<file path="config.mk">
export PLATFORM = sky130hd
export DESIGN_NAME = offchip_mem_bridge
export DESIGN_NICKNAME = d
export VERILOG_FILES = /design/src/rtl/offchip_mem_bridge_pkg.sv /design/src/rtl/offchip_beat_timer.sv /design/src/rtl/offchip_mem_bridge.sv
export SDC_FILE = /design/constraint.sdc
export NUM_CORES = 1
export LEC_CHECK = 0
export BUFFER_PORTS_ARGS = -buffer_cell sky130_fd_sc_hd__buf_2
export CAP_MARGIN = 20
export CORE_ASPECT_RATIO = 1.5
export CORE_UTILIZATION = 45
export CTS_CLUSTER_SIZE = 24
export DETAILED_ROUTE_END_ITERATION = 12
export PLACE_DENSITY = 0.7
export REMOVE_ABC_BUFFERS = 1
export SYNTH_ARGS = -nofsm -noshare
export SYNTH_HDL_FRONTEND = slang
export SYNTH_SLANG_ARGS = --single-unit
</file>
<file path="constraint.sdc">
create_clock -name clk -period 26.5 [get_ports clk]
set_input_delay 5.3 -clock clk [delete_from_list [all_inputs] [get_ports clk]]
set_output_delay 5.3 -clock clk [all_outputs]
set_load 0.05 [all_outputs]
</file>
<file path="src/rtl/offchip_mem_bridge_pkg.sv">
// Shared definitions for the off-chip memory bridge: FSM state encoding,
// word/beat width constants and the beat-counter width helper.
package offchip_mem_bridge_pkg;

  localparam int unsigned WORD_W     = 32;
  localparam int unsigned WORD_BYTES = 4;
  localparam int unsigned TIMER_W    = 16;

  typedef enum logic [1:0] {
    IDLE = 2'd0,
    RD   = 2'd1,
    WR   = 2'd2,
    DONE = 2'd3
  } bridge_state_e;

  // Beat counter width; at least one bit even for a single-beat line.
  function automatic int unsigned beat_w(input int unsigned beats);
    return (beats > 1) ? $clog2(beats) : 1;
  endfunction

endpackage

</file>
<file path="src/rtl/offchip_beat_timer.sv">
// Per-beat wait counter for the off-chip memory bridge.
// Ports: clk, rst (async, active-high); clr zeroes the count; en counts one
// wait cycle; expired_c is high during the wait cycle that reaches the limit.
module offchip_beat_timer
  import offchip_mem_bridge_pkg::*;
#(
  parameter int unsigned TIMEOUT_CYCLES = 255
) (
  input  logic clk,
  input  logic rst,
  input  logic clr,
  input  logic en,
  output logic expired_c
);

  logic [TIMER_W-1:0] count_q;

  // Wait-cycle counter
  always_ff @(posedge clk or posedge rst) begin
    if (rst) begin
      count_q <= '0;
    end else if (clr) begin
      count_q <= '0;
    end else if (en) begin
      count_q <= count_q + TIMER_W'(1);
    end
  end

  // Fires in the last allowed wait cycle so the request drops right after it.
  assign expired_c = en && (count_q == TIMER_W'(TIMEOUT_CYCLES - 1));

endmodule

</file>
<file path="src/rtl/offchip_mem_bridge.sv">
// Off-chip memory bridge: turns whole-line cache refill/write-back requests
// into sequential 32-bit beats on a word-wide external memory port.
// Ports: cache side offchip_mem_* (level read/write enables, line address,
// line write data, line read data, ready pulse, busy flags, error);
// memory side mem_* (req/we/addr/wdata out, rdata/ack in).
`ifndef CACHE_LINE_SIZE
`define CACHE_LINE_SIZE 32
`endif

module offchip_mem_bridge
  import offchip_mem_bridge_pkg::*;
#(
  parameter int unsigned LINE_BYTES     = `CACHE_LINE_SIZE,
  parameter int unsigned TIMEOUT_CYCLES = 255
) (
  input  logic                    clk,
  input  logic                    rst,
  input  logic                    offchip_mem_read_en,
  input  logic                    offchip_mem_write_en,
  input  logic [31:0]             offchip_mem_addr,
  input  logic [LINE_BYTES*8-1:0] offchip_mem_wdata,
  output logic [LINE_BYTES*8-1:0] offchip_mem_data,
  output logic                    offchip_mem_ready,
  output logic                    offchip_mem_read_busy,
  output logic                    offchip_mem_write_busy,
  output logic                    offchip_mem_err,
  output logic                    mem_req,
  output logic                    mem_we,
  output logic [31:0]             mem_addr,
  output logic [31:0]             mem_wdata,
  input  logic [31:0]             mem_rdata,
  input  logic                    mem_ack
);

  localparam int unsigned BEATS  = LINE_BYTES / WORD_BYTES;
  localparam int unsigned BW     = beat_w(BEATS);
  localparam int unsigned OFFS_W = $clog2(LINE_BYTES);

  bridge_state_e               state_q, state_d;
  logic [BW-1:0]               beat_q, beat_d;
  logic                        err_q, err_d;
  logic [31:0]                 base_q, base_d;
  logic [BEATS-1:0][WORD_W-1:0] wbuf_q;
  logic [BEATS-1:0][WORD_W-1:0] line_q, line_d;
  logic [BEATS-1:0][WORD_W-1:0] data_q;
  logic                        beat_ack;
  logic                        expired_c;
  logic                        unused_addr_bits;

  assign unused_addr_bits = ^offchip_mem_addr[OFFS_W-1:0];

  // Memory-side decode from registered state and beat counter
  assign mem_req   = (state_q == RD) || (state_q == WR);
  assign mem_we    = (state_q == WR);
  // OR instead of add: the base has its offset bits cleared, so no carry out of the line
  assign mem_addr  = mem_req ? (base_q | 32'({beat_q, 2'b00})) : '0;
  assign mem_wdata = mem_we ? wbuf_q[beat_q] : '0;
  assign beat_ack  = mem_req && mem_ack;

  offchip_beat_timer #(
    .TIMEOUT_CYCLES(TIMEOUT_CYCLES)
  ) u_timer (
    .clk      (clk),
    .rst      (rst),
    .clr      (!mem_req || mem_ack),
    .en       (mem_req && !mem_ack),
    .expired_c(expired_c)
  );

  // State register
  always_ff @(posedge clk or posedge rst) begin
    if (rst) begin
      state_q <= IDLE;
    end else begin
      state_q <= state_d;
    end
  end

  // Next-state, beat counter, error flag and line buffer update
  always_comb begin
    state_d = state_q;
    beat_d  = beat_q;
    err_d   = err_q;
    base_d  = base_q;
    line_d  = line_q;
    case (state_q)
      IDLE: begin
        if (offchip_mem_write_en) begin
          state_d = WR;
          base_d  = {offchip_mem_addr[31:OFFS_W], OFFS_W'(0)};
          beat_d  = '0;
          err_d   = 1'b0;
        end else if (offchip_mem_read_en) begin
          state_d = RD;
          base_d  = {offchip_mem_addr[31:OFFS_W], OFFS_W'(0)};
          beat_d  = '0;
          err_d   = 1'b0;
          // Words never received on a timeout must read back as zero
          line_d  = '0;
        end
      end
      RD, WR: begin
        if (beat_ack) begin
          if (state_q == RD) begin
            line_d[beat_q] = mem_rdata;
          end
          beat_d = beat_q + BW'(1);
          if (beat_q == BW'(BEATS - 1)) begin
            state_d = DONE;
          end
        end else if (expired_c) begin
          err_d   = 1'b1;
          state_d = DONE;
        end
      end
      DONE:    state_d = IDLE;
      default: state_d = IDLE;
    endcase
  end

  // Datapath and registered cache-side outputs
  always_ff @(posedge clk or posedge rst) begin
    if (rst) begin
      beat_q                 <= '0;
      err_q                  <= 1'b0;
      base_q                 <= '0;
      wbuf_q                 <= '0;
      line_q                 <= '0;
      data_q                 <= '0;
      offchip_mem_ready      <= 1'b0;
      offchip_mem_err        <= 1'b0;
      offchip_mem_read_busy  <= 1'b0;
      offchip_mem_write_busy <= 1'b0;
    end else begin
      beat_q <= beat_d;
      err_q  <= err_d;
      base_q <= base_d;
      line_q <= line_d;
      if ((state_q == IDLE) && (state_d == WR)) begin
        wbuf_q <= offchip_mem_wdata;
      end
      // Visible read line only changes when a read completes
      if ((state_q == RD) && (state_d == DONE)) begin
        data_q <= line_d;
      end
      offchip_mem_ready      <= (state_d == DONE);
      offchip_mem_err        <= (state_d == DONE) && err_d;
      offchip_mem_read_busy  <= (state_d == RD) || ((state_d == DONE) && (state_q == RD));
      offchip_mem_write_busy <= (state_d == WR) || ((state_d == DONE) && (state_q == WR));
    end
  end

  assign offchip_mem_data = data_q;

endmodule
</file>
==> results of run 1 <==
sequential cells by signal (all words and copies together) (netlist names):
name and count:
base_q 27, beat_q 3, err_q 1, line_q 256, offchip_mem_data 256, offchip_mem_err 1, offchip_mem_read_busy 1, offchip_mem_ready 1
offchip_mem_write_busy 1, state_q 2, u_timer.count_q 16, wbuf_q 256
placed cells by master (no fill, tap or decap), types with 4 or more instances in the layout:
cell / netlist / routed
xnor2_1: 6 / 6
buf_4: 3 / 34
a21boi_0: 32 / 32
dfrtp_1: 821 / 818
o21ai_0: 6 / 5
a22oi_1: 160 / 160
nor2_1: 21 / 21
clkbuf_8: 0 / 20
buf_2: 17 / 643
mux2_2: 299 / 299
bufinv_16: 0 / 7
and2_1: 66 / 64
o2bb2ai_1: 96 / 96
a21o_1: 9 / 6
diode_2: 0 / 9
nor3_1: 5 / 5
a21oi_1: 6 / 6
nor2b_1: 6 / 5
clkbuf_16: 0 / 80
buf_16: 0 / 4
ha_1: 8 / 7
nand2_1: 111 / 109
mux2_4: 80 / 80
xor2_1: 5 / 5
inv_1: 330 / 328
clkinv_2: 0 / 11
mux2i_1: 161 / 161
clkbuf_1: 108 / 14
nand3_1: 10 / 9
mux4_2: 64 / 64
metrics by stage:
step | area (um2) | utilization, %
2_1_floorplan | 33280 | -
3_3_place_gp | 38100 | 50.94
3_5_place_dp | 38130 | 50.98
4_1_cts | 40830 | 54.59
5_1_grt | 40930 | 54.72
6_report | 40940 | 54.73
logic make-up (layout without fill, tap and decap cells):
logic type / after synthesis / after routing / share of synthesized area [%]
compound gates: 319 / 319 / 7.329
xor+xnor: 11 / 11 / 0.2837
fa+ha+maj: 8 / 8 / 0.2948
buf+inv: 487 / 1152 / 5.656
flops: 821 / 821 / 60.50
mux: 604 / 604 / 22.44
other cells: 1 / 11 / 0.01104
simple gates: 241 / 241 / 3.478
metal layers:
| layer | up-vias | track usage, % | share of wire, % |
|---|---|---|---|
| li1 | 9794 | - | - |
| met2 | 705 | 40.28 | 50 |
| met5 | - | 0 | 0.17 |
| met3 | 158 | 6.935 | 7.9 |
| met4 | 22 | 7.995 | 3.0 |
| met1 | 11210 | 29.35 | 39 |
worst min-delay path by stage:
stage           startpoint          end  slack (ns)  cells after the start
6_report        line_q[63]   line_q[63]        0.48                      2
4_1_cts         line_q[39]   line_q[39]        0.48                      2
5_1_grt         line_q[51]   line_q[51]        0.50                      2
3_3_place_gp    line_q[48]   line_q[48]        0.46                      2
3_5_place_dp    line_q[94]   line_q[94]        0.47                      2
2_1_floorplan  line_q[160]  line_q[160]        0.45                      2
layout make-up:
class                   instances  area share [%]
well taps                    1000           3.057
diodes                          9         0.05502
multi-input cells            1185           28.18
clock inverters                25          0.9078
flip-flops and latches        821           50.21
repair buffers                683           8.852
clock buffers                 114           5.691
inverters                     330           3.044
tightest hold or removal path, cell delays in order, from the launching register on:
cell,delay [ns]
dfrtp_1,0.32
a22oi_1,0.07
inv_1,0.06
power by group:
group	switching [mW]	internal [mW]	leakage [nW]
Clock	0.488	0.682	1.33
Sequential	0.205	1.62	10.2
Combinational	1.56	0.714	10.7
==> reports/results.tsv, run 1 <==
metric	value	unit
Lkg Pwr	22.19	nW
most frequent cell after synthesis	dfrtp_1	
RR Endpoint	offchip_mem_data[29]	
Hold-fix buffers, CTS	0	
setup violators final	0	
initial drt markers	1329	
WS Path Type	flip-flop to output port	
Final Net Count	3433	
vias in the first global route	22730	
WP data arrival	3.37	ns
die area	76580	um2
Max-slew headroom	23.64	%
# IOs	651	
iteration count of the initial detailed-routing pass	5	
CP startpoint	beat_q[0]	
Fill cells	6330	
Slew Limit Fails	0	
DRC	0	
syn_area_per_cell	13.63	um2
CTS tree	yes	
wirelength, routed	91.52	mm
CTS resizes	0	
Via density	5.253	
CP max FO	44	
max-capacitance violation count	0	
worst hold path class	flip-flop to flip-flop	
Yosys top cell area share	60.50	%
Final Non-Filler Cells	4167	
Core Box Area	74790	um2
clk buf depth	3	
Critical Path, Cell by Cell	buf_4, mux4_2, nand2_1, a21boi_0, buf_2	
Synth top cells by count	dfrtp_1, inv_1, mux2_2	
Post-CTS Setup Bufs	0	
GP Congestion	0.7864	
skew final	0.02440	ns
Inserted Clock Buffers	79	
asr flop ratio synth	100.0	%
crit path max-delay cell type	dfrtp_4	
worst path required time	21.20	ns
DR WL/cell	21.96	um
via count	21890	
share of cells above drive strength 1	40.18	%
Cell Area, Synth	33960	um2
slowest stage delay, CP	0.80	ns
Vert. Die Dim	338.4	um
Max VDD drop	0.0001045	V
Synth area leaders	dfrtp_1, mux2_2, mux2i_1	
Tmin final	8.667	ns
die width	226.3	um
FP Rows	123	
critical path's top delay family	buffers and inverters	
CP Buf/Inv Count	2	
RSZ-0062 raised after global routing	no	
critical path depth	5	
RR Startpoint	state_q[1]	
Mapped Cells	2492	
top cell type by total area after synthesis	dfrtp_1	
clock-pin transition on the worst setup and hold timing paths	0.07	ns
EDFF count, synth	0	
Buffers on Ports	643	
post-synthesis register bit count	821	
DPL Wire Length	59.75	mm
clock sink count	821	
H-tree depth	3	
Pwr Density	128.6	nW/um2
Worst-Margin Slew	1.145	ns
largest net degree at the start of global routing	155	
Layout area overhead	20.55	%
dpl ws	17.25	ns
status	completed	
top_reg_cell synth	dfrtp_1	
grt ovf	0	
root buf cell	clkbuf_16	
total power draw	5.265	mW
Fin. Hold Viols	0	
hold slack	0.4801	ns
period utilisation layout	32.71	%
setup ws final	17.83	ns
first-pass GRT wire length	138.6	mm
Synth cell types	45	
TNS Setup	0	ns
Inst Count DP	4016	
CP endpoint	mem_wdata[15]	
path depth of the worst reg2reg path	12	
register area share after synthesis	60.50	%
All-Layer GR Usage	23.97	%
register area	20550	um2
multi-input logic area	11540	um2
Worst R2R Setup Slack	21.42	ns
Setup crit start kind	flip-flop	
Synth warnings	0	
Final ANT Viol Nets	0	
Max Fclk	115.4	MHz
initial antenna violation count	20	
clock insertion delay at the later pin of the skew report	0.64	ns
Initial Utilization	45.40	%
endpoint type of the worst setup path	output port	
Power figures use the tool's default switching activity.
==> inputs of run 2 (changes only) <==
==> constraint.sdc (replaced) <==
create_clock -name clk -period 7.8 [get_ports clk]
set_input_delay 1.56 -clock clk [delete_from_list [all_inputs] [get_ports clk]]
set_output_delay 1.56 -clock clk [all_outputs]
set_load 0.05 [all_outputs]
==> reports/results.tsv, run 2 (synthesized netlist as in run 1, its figures left out) <==
metric	value	unit	change
initial antenna violation count	17		-15%
Vert. Die Dim	338.4	um	unchanged
Sw Pwr	7.661	mW	+240%
clock-pin transition on the worst setup and hold timing paths	0.06	ns	about the same
setup violators final	0		unchanged
Worst Hold Launch	line_q[49]		
Inserted Clock Buffers	80		+1.3%
Fill cells	6298		-0.51%
Slew Limit Fails	0		unchanged
crit path max-delay cell type	dfrtp_4		
via count	21800		-0.41%
Fin. Hold Viols	0		unchanged
worst hold path class	flip-flop to flip-flop		
RR Startpoint	state_q[0]		
commonest non-fill, non-tap cell in the layout	dfrtp_1		
clk buf depth	3		unchanged
skew final	0.02344	ns	-0.0009550 ns
Final Net Count	3426		-0.20%
WP data arrival	3.35	ns	-0.02 ns
Max-slew headroom	16.98	%	-6.7 points
CP max FO	45		+2.3%
TNS Setup	0	ns	unchanged
Worst Hold Depth	2		unchanged
DRC	0		unchanged
slowest stage delay, CP	1.00	ns	+0.20 ns
Pwr Density	439.3	nW/um2	+240%
status	completed		
CTS tree	yes		
die area	76580	um2	unchanged
# IOs	651		unchanged
post-layout util	54.74	%	about the same
vias in the first global route	22910		+0.81%
clock insertion delay at the later pin of the skew report	0.64	ns	about the same
Max Fclk	203.7	MHz	
WS Path Type	flip-flop to output port		
endpoint type of the worst setup path	output port		
Pint	10.33	mW	+240%
dpl ws	3.217	ns	-14.03 ns
clock sink count	821		unchanged
Hold-fix buffers, CTS	0		unchanged
setup ws final	2.892	ns	-14.94 ns
Worst-Margin Slew	1.245	ns	+0.09981 ns
root buf cell	clkbuf_16		
Via density	5.233		-0.38%
All-Layer GR Usage	23.80	%	-0.17 points
Layout area overhead	20.58	%	about the same
Logic pwr share	42.8	%	-0.3 points
Critical Path, Cell by Cell	buf_4, mux4_2, nand2_1, a21boi_0, buf_2		
initial drt markers	1409		+6.0%
Core Box Area	74790	um2	unchanged
worst path required time	6.24	ns	-14.96 ns
Initial Utilization	45.40	%	unchanged
iteration count of the initial detailed-routing pass	5		unchanged
Setup crit start kind	flip-flop		
first-pass GRT wire length	137.8	mm	-0.60%
RSZ-0062 raised after global routing	no		
FP Rows	123		unchanged
DPL Wire Length	59.13	mm	-1.0%
grt ovf	0		unchanged
Max VDD drop	0.0003322	V	+220%
commonest cells after routing, fill and taps aside	dfrtp_1, buf_2, inv_1		
switching part of the total	42.59	%	-0.18 points
wirelength, routed	90.79	mm	-0.79%
Tmin final	4.908	ns	
max-capacitance violation count	0		unchanged
Clock Power Share	22.7	%	+0.5 points
Post-CTS Setup Bufs	0		unchanged
Final ANT Viol Nets	0		unchanged
H-tree depth	3		unchanged
Lkg Pwr	22.17	nW	about the same
DR WL/cell	21.79	um	-0.77%
GP Congestion	0.8011		+1.9%
CTS resizes	0		unchanged
period utilisation layout	62.93	%	
Buffers on Ports	643		unchanged
die width	226.3	um	unchanged
hold slack	0.4788	ns	-0.001267 ns
largest net degree at the start of global routing	186		+20%
sequential power share	34.5	%	about the same
path depth of the worst reg2reg path	10		-2
share of cells above drive strength 1	39.99	%	-0.19 points
CP startpoint	beat_q[0]		
==> run 2: cell count changes in the layout (fill, tap and decap cells not counted), sizes merged <==
cell | before | now
buf | 683 | 675
bufinv | 7 | 11
clkbuf | 114 | 110
clkinvlp | 2 | 3
diode | 9 | 13
inv | 332 | 334
==> run 2: critical path: cells and delay by family (launching register included) <==
family	cells	cell delay [ns]
simple gates	1	0.15
mux	1	0.57
compound gates	1	0.12
buf+inv	2	0.84
flops	1	1.00
==> run 2: layout make-up <==
class / instances / area [um2] / area share [%]
flip-flops and latches: 821 / 20550 / 50.20
multi-input cells: 1185 / 11540 / 28.18
repair buffers: 675 / 3558 / 8.691
clock buffers: 110 / 2256 / 5.510
well taps: 1000 / 1251 / 3.056
inverters: 330 / 1246 / 3.044
clock inverters: 32 / 509.2 / 1.244
diodes: 13 / 32.53 / 0.07945
==> run 2: per-layer routing <==
layer | GRT usage, % | wire length [um] | vias up
li1 | - | - | 9793
met1 | 28.98 | 35930 | 11130
met2 | 39.90 | 44630 | 713
met3 | 6.926 | 7410 | 153
met4 | 8.460 | 2761 | 12
met5 | 0 | 57 | -
==> run 2: final timing paths <==
check	endpoint	slack, ns
setup / recovery	mem_wdata[15]	2.89
max in group asynchronous	wbuf_q[81]	5.17
setup reg to reg	offchip_mem_data[16]	3.54
min in group asynchronous	offchip_mem_data[129]	1.13
hold reg to reg	line_q[49]	0.48
hold / removal	line_q[49]	0.48
==> run 2: metrics by stage <==
| stage | cell area [um2] | cells | power [mW] |
|---|---|---|---|
| 2_1_floorplan | 33280 | 2336 | 12.21 |
| 3_3_place_gp | 38150 | 4011 | 13.87 |
| 3_5_place_dp | 38150 | 4011 | 14.01 |
| 4_1_cts | 40910 | 4153 | 18.14 |
| 5_1_grt | 40930 | 4159 | 18.81 |
| 6_report | 40940 | 4166 | 17.99 |
==> run 2: power groups by stage <==
| stage | Sequential, mW | Clock (mW) | Combinational (mW) |
|---|---|---|---|
| 2_1_floorplan | 7.64 | 0 | 4.57 |
| 3_3_place_gp | 6.23 | 0 | 7.64 |
| 3_5_place_dp | 6.28 | 0 | 7.73 |
| 4_1_cts | 6.21 | 4.18 | 7.75 |
| 5_1_grt | 6.35 | 4.34 | 8.12 |
| 6_report | 6.21 | 4.09 | 7.70 |
